[config.mk]
export PLATFORM = sky130hd
export DESIGN_NAME = unified_mem_arbiter
export DESIGN_NICKNAME = d
export VERILOG_FILES = /design/src/rtl/unified_mem_arbiter.sv
export SDC_FILE = /design/constraint.sdc
export NUM_CORES = 1
export LEC_CHECK = 0
export ABC_AREA = 1
export CAP_MARGIN = 20
export CORE_ASPECT_RATIO = 1.5
export CORE_UTILIZATION = 44
export CTS_CLUSTER_SIZE = 25
export DETAILED_ROUTE_END_ITERATION = 10
export GPL_TIMING_DRIVEN = 0
export PLACE_DENSITY = 0.92
export SYNTH_ARGS = -nofsm -noshare
export SYNTH_HDL_FRONTEND = slang
export SYNTH_SLANG_ARGS = --single-unit
[constraint.sdc]
create_clock -name clk -period 1.75 [get_ports clk]
set_input_delay 0.525 -clock clk [delete_from_list [all_inputs] [get_ports clk]]
set_output_delay 0.525 -clock clk [all_outputs]
set_load 0.01 [all_outputs]
[src/rtl/unified_mem_arbiter.sv]
// Arbitrates one single-port fixed-latency memory between instruction fetch and data ports.
// Latency: request sampled in IDLE at cycle T -> memory active T+1..T+MEM_LAT -> rdy pulse at T+MEM_LAT+1.
// Backpressure: requesters hold req until their rdy pulse; one access per MEM_LAT+2 cycles, alternating on contention.
module unified_mem_arbiter #(
    parameter int ADDR_W  = 16,
    parameter int DATA_W  = 16,
    parameter int MEM_LAT = 4
) (
    input  logic              clk,
    input  logic              rst,
    input  logic              i_req,
    input  logic [ADDR_W-1:0] i_addr,
    output logic              i_rdy,
    output logic [DATA_W-1:0] i_data,
    input  logic              d_re,
    input  logic              d_we,
    input  logic [ADDR_W-1:0] d_addr,
    input  logic [DATA_W-1:0] d_wdata,
    output logic              d_rdy,
    output logic [DATA_W-1:0] d_rdata,
    output logic              mem_re,
    output logic              mem_we,
    output logic [ADDR_W-1:0] mem_addr,
    output logic [DATA_W-1:0] mem_wdata,
    input  logic [DATA_W-1:0] mem_rdata,
    output logic              busy
);

    localparam int CNT_W = $clog2(MEM_LAT + 1);

    typedef enum logic [1:0] {
        S_IDLE   = 2'd0,
        S_ACCESS = 2'd1,
        S_RESP   = 2'd2
    } state_t;

    state_t            r_state;
    state_t            w_next;

    logic              r_last_d;   // last grant went to the data port
    logic              r_gnt_d;    // current access belongs to the data port
    logic              r_op_we;    // current access is a write
    logic [ADDR_W-1:0] r_addr;
    logic [DATA_W-1:0] r_wdata;
    logic [CNT_W-1:0]  r_cnt;
    logic [DATA_W-1:0] r_i_data;
    logic [DATA_W-1:0] r_d_data;

    logic              w_d_pend;
    logic              w_grant;
    logic              w_grant_d;
    logic              w_cnt_zero;

    // Data wins when it is alone or when instruction fetch had the previous grant.
    assign w_d_pend   = d_re | d_we;
    assign w_grant    = i_req | w_d_pend;
    assign w_grant_d  = w_d_pend & (~i_req | ~r_last_d);
    assign w_cnt_zero = (r_cnt == '0);

    // State register.
    always_ff @(posedge clk) begin
        if (rst) begin
            r_state <= S_IDLE;
        end else begin
            r_state <= w_next;
        end
    end

    // Next-state logic: RESP never samples requests, so it always returns to IDLE.
    always_comb begin
        w_next = r_state;
        case (r_state)
            S_IDLE:   if (w_grant)    w_next = S_ACCESS;
            S_ACCESS: if (w_cnt_zero) w_next = S_RESP;
            S_RESP:                   w_next = S_IDLE;
            default:                  w_next = S_IDLE;
        endcase
    end

    // Grant capture, access countdown and read-data return registers.
    always_ff @(posedge clk) begin
        if (rst) begin
            r_last_d <= 1'b0;
            r_gnt_d  <= 1'b0;
            r_op_we  <= 1'b0;
            r_addr   <= '0;
            r_wdata  <= '0;
            r_cnt    <= '0;
            r_i_data <= '0;
            r_d_data <= '0;
        end else begin
            case (r_state)
                S_IDLE: begin
                    if (w_grant) begin
                        r_gnt_d  <= w_grant_d;
                        r_last_d <= w_grant_d;
                        // Read+write together is a write.
                        r_op_we  <= w_grant_d & d_we;
                        r_addr   <= w_grant_d ? d_addr : i_addr;
                        r_wdata  <= w_grant_d ? d_wdata : '0;
                        r_cnt    <= CNT_W'(MEM_LAT - 1);
                    end
                end
                S_ACCESS: begin
                    if (!w_cnt_zero) begin
                        r_cnt <= r_cnt - 1'b1;
                    end else if (!r_op_we) begin
                        // mem_rdata is only valid in the final access cycle.
                        if (r_gnt_d) r_d_data <= mem_rdata;
                        else         r_i_data <= mem_rdata;
                    end
                end
                default: begin
                end
            endcase
        end
    end

    // Outputs decoded from state; memory bus is idle (all zero) outside ACCESS.
    always_comb begin
        mem_re    = 1'b0;
        mem_we    = 1'b0;
        mem_addr  = '0;
        mem_wdata = '0;
        i_rdy     = 1'b0;
        d_rdy     = 1'b0;
        case (r_state)
            S_ACCESS: begin
                mem_re    = ~r_op_we;
                mem_we    = r_op_we;
                mem_addr  = r_addr;
                mem_wdata = r_wdata;
            end
            S_RESP: begin
                i_rdy = ~r_gnt_d;
                d_rdy = r_gnt_d;
            end
            default: begin
            end
        endcase
    end

    assign busy    = (r_state != S_IDLE);
    assign i_data  = r_i_data;
    assign d_rdata = r_d_data;

endmodule

# --- Word level (Yosys, flattened, before mapping) ---
# Index checks and enable logic that the tools add are counted.
totals:
  word_cells: 45
  register_bits: 71
  output_inout_bits: 69
  in_bits: 69
op_classes:
  muxes: 14
  eq_ne: 5
  n_addsub: 1
  n_bitwise: 8
  reduce_logical: 9
ops:
  columns: ["op", "count"]
  rows:
  - ["16-bit two-way mux", 4]
  - ["4-bit AND reduction", 2]
  - ["3-bit two-way mux", 2]
  - ["2-bit != test (second input constant)", 3]
  - ["3-bit case mux with 2 select lines", 1]
  - ["1-bit two-way mux", 4]
  - ["2-bit two-way mux", 2]
  - ["2-bit case mux with 2 select lines", 1]
  - ["2-bit AND reduction", 2]
  - ["2-bit nonzero test", 2]
  - ["3-bit logical NOT", 1]
  - ["1-bit NOT", 3]
  - ["1-bit bitwise OR", 3]
  - ["3-bit AND reduction", 1]
  - ["3-bit by 1-bit subtractor with 3-bit output (second input constant)", 1]
  - ["1-bit AND", 2]
  - ["2-bit by 1-bit == test with 1-bit output (second input constant)", 1]
  - ["2-bit == test (second input constant)", 1]
  - ["2-bit logical NOT", 1]

# --- Depth between registers and ports, before layout ---
depth:
  word_depth: 4
  mapped_depth: 9
  depth_no_buf: 8

# --- Worst setup path after synthesis ---
# Ideal clock, no wire load.
synth_path:
  kind: "register to output"
  from: "register r_state[1]"
  to: "output port mem_addr[0]"
  t_required_ps: 1225
  setup_slack_ps: 269
  n_path_buf: 1
  arrival_time_ps: 956
  stages_incl_launch_ff: 5
  cell_sequence: "dfxtp_1 -> inv_2 -> nand2_4 -> clkbuf_1 -> nor2_1"
synth_between:
  elab_chain_cells: 2
synth_rtl:
  columns: ["element", "line", "source"]
  rows:
  - ["start, declared", "37", "state_t r_state;"]
  - ["start signal, assigned", "65", "r_state <= w_next;"]
  - ["2-bit by 1-bit == test with 1-bit output", "127", "case (r_state)"]
  - ["16-bit two-way mux", "127", null]
  - ["end, declared", "23", "output logic [ADDR_W-1:0] mem_addr,"]
# Every way passes these cells.

# --- Final worst setup path ---
layout_path:
  from: "register r_state[1]"
  to: "output port mem_wdata[15]"
layout_between:
  elab_chain_cells: 2
layout_rtl:
  columns: ["element", "line", "source"]
  rows:
  - ["2-bit by 1-bit == test with 1-bit output", "127", null]
  - ["16-bit two-way mux", "127", null]
  - ["end, declared", "24", "output logic [DATA_W-1:0] mem_wdata,"]
# Every way passes these cells.

==> results.yml <==
clock_network:
  clock_latency_ps: 330
  cts_tree: "yes"
  clk_pin_slew_ps: 50
  root_buffer: "clkbuf_16"
  cts_buffers: 9
  htree_levels: 3
  cts_sinks: 71
  cts_buffer_depth: 2
placement:
  dpl_cell_area_sq_mm: 0.00495
  dp_slack_ps: -411
  place.port_buffers: 137
  hpwlAfterDp_mm: 7.24
  gp_congestion: 0.840
grt:
  antenna_found_initial: 0
  grt_overflow: 0
  grt_max_degree: 13
  track_usage_pct: 25.5
  grt_pass1_vias: 3639
  grt_pass1_wl_mm: 16.1
sta:
  max_freq_ghz: 0.541
  fin_crit_ps: 1850
  hold_violations: 0
  rsz0062_at_grt: "yes"
  tightest_slew_ps: 679
  slew_violations: 0
  tns_ps: -951
  setup_viol: 16
  post-route-period-util_pct: 106
  setup_slack_ps: -99.3
  slew_headroom_pct: 54.7
  worst_clock_skew_ps: 7.79
floorplanning:
  coreArea_sq_mm: 0.00761
  die_w_microns: 74.3
  pin_count: 138
  fp-row-count: 39
  start_util_pct: 45.3
  die-area_sq_mm: 0.00820
  chipHeight_microns: 110
critical_path:
  slowest_stage: "dfxtp_4"
  crit_arrival_ps: 1320
  crit_path_start_kind: "register"
  reg2reg_from: "r_cnt[0]$_SDFFE_PP0P_"
  setup.worst_path.end_class: "output port"
  cp_cell_sequence: "inv_4 > nand2_8 > clkbuf_16 > buf_12 > nor2_4 > buf_6"
  required_ps: 1220
  reg2reg_depth: 8
  slowest_delay_ps: 350
  ff2ff_setup_slack_ps: 220
  worstPathMaxFanout: 5
  critPathKind: "reg2out"
  rr_endpoint: "i_data[13]$_SDFFE_PP0P_"
power_and_ir_drop:
  p_int_uw: 3780
  total_power_uw: 5370
  switchingPower_uw: 1590
  power.share.clock_pct: 36.2
  swShare_pct: 29.6
  power_frac_seq_pct: 35.5
  p_leak_uw: 0.00285
  p_comb_share_pct: 28.3
  vdd_drop_max_mv: 0.549
  pwr_density_cell_mw_per_mm2: 995
yosys:
  synthArstFlopShare_pct: 0
  syn-num-nets: 581
  ys_seq_area_share_pct: 41.2
  synthCells: 510
  synth_top_area_cell: "dfxtp_1"
  synth_area_sq_mm: 0.00345
  synth.avg_cell_area_sq_um: 6.76
  synth-seq-cells: 71
  yosys_most_used_dff: "dfxtp_1"
  netlist_top_cells_area: "dfxtp_1 (41%), nor2_1 (16%), inv_1 (8.1%), nand2_1 (7.3%), o21ai_0 (4.1%)"
  synth.distinct_cells: 29
  synth-edff-count: 0
  synth_warnings: 0
  synth_top_area_share_pct: 41.2
final_layout:
  fin_nets: 736
  drive_above_1_share_pct: 20.1
  antenna_cells: 0
  area_growth_pct: 56.6
  final_util_pct: 70.9
  final_area_sq_mm: 0.00540
route:
  vias_per_cell: 4.73
  wl_mm: 9.92
  drtIter0Drc: 132
  drc: 0
  wl_per_cell_microns: 12.8
  via_count: 3653
  ant_nets: 0
  first_pass_iters: 4
status:
  status: "finished with violations"
  violations: "negative setup slack"
job:
  cap_violations: 0
worst_hold_path:
  hold_path_class: "reg2reg"
  min_from: "r_wdata[3]$_SDFFE_PP0P_"
  whs_endpoint: "r_wdata[3]$_SDFFE_PP0P_"
  whs_path_depth: 2
[power groups by stage]
stage	Clock, uW	Combinational [uW]	Sequential [uW]
floorplan	0	812	1940
global placement	0	1380	1920
detailed placement	0	1430	1930
CTS	1970	1480	1900
global route	2070	1670	1920
finish	1950	1520	1900
[cells in the mapped netlist (2+ instances only)]
master	number
clkbuf_1	10
buf_6	4
buf_4	2
inv_1	74
o21ai_0	28
nor2_4	2
o21ai_1	20
inv_4	2
buf_2	9
inv_2	3
nand2_1	67
nor2_1	149
nand2_4	4
a21oi_2	10
a21oi_1	10
nand3_1	5
ha_1	2
dfxtp_1	71
nor3_1	18
nand2_2	11
[cells by family after synthesis]
logic type	synth area share (%)
DFF	41.2
and+or+nand+nor	32.7
buffers and inverters	14.2
adders and majority gates	0.726
AOI/OAI and AO/OA	11.2
[worst max-delay path by stage]
stage	to	slack (ps)	startpoint
after detailed placement	mem_wdata[6]	-410	r_state[1]$_SDFFE_PP0P_
final	mem_wdata[15]	-100	r_state[1]$_SDFFE_PP0P_
after global placement	mem_wdata[7]	-390	r_state[1]$_SDFFE_PP0P_
after CTS	mem_wdata[0]	-100	r_state[1]$_SDFFE_PP0P_
after floorplan	mem_addr[0]	270	r_state[1]$_SDFFE_PP0P_
after global routing	mem_wdata[2]	-150	r_state[1]$_SDFFE_PP0P_
[repair_timing]
action	in CTS	in global routing
hold buffers	0	0
setup endpoints to repair	39	82
setup buffers	7	0
pin swaps	1	2
resized for setup	175	56
[worst max-delay path, delay by kind of cell, from the launching register on]
family / cells / cell delay, ps
buffers and inverters: 4 / 490
and+or+nand+nor: 2 / 160
DFF: 1 / 350
[cell usage in the layout, fill, tap and decap left out, types with 11 or more instances in the layout]
cell type and count:
nor3_1 18, o21ai_1 24, buf_6 13, inv_1 74
o21ai_0 24, buf_2 36, dfxtp_1 68, nand2_1 67
dlymetal6s2s_1 24, nand2_2 11, nor2_1 134, clkdlybuf4s50_1 74
[layout make-up]
type	instances	area (sq um)
fill	577	2220
multi-input combinational	332	1620
sequential	71	1430
timing repair buffer	144	1360
inverter	80	313
clock buffer	11	243
buffer	27	220
tap	102	128
clock inverter	5	81.3
[per-stage QoR]
stage,std cells,hold WS [ps]
after floorplan,510,444
after global placement,749,454
after detailed placement,749,458
after CTS,772,467
after global routing,772,483
final,772,465
[registers in the layout, summed over array words and instances (netlist names)]
signal / cells
r_wdata: 16
r_state: 2
r_cnt: 3
r_addr: 16
d_rdata: 16
i_data: 16
r_op_we: 1
r_gnt_d: 1
[layer usage]
layer	vias up	share of wire [%]	track usage, %
met3	34	4.4	4.38
met1	1649	37	26.2
met4	0	4.1	16.9
met5	-	0	0
li1	1844	-	-
met2	126	54	45.1
Note: power is estimated with default switching activity, not from simulation.
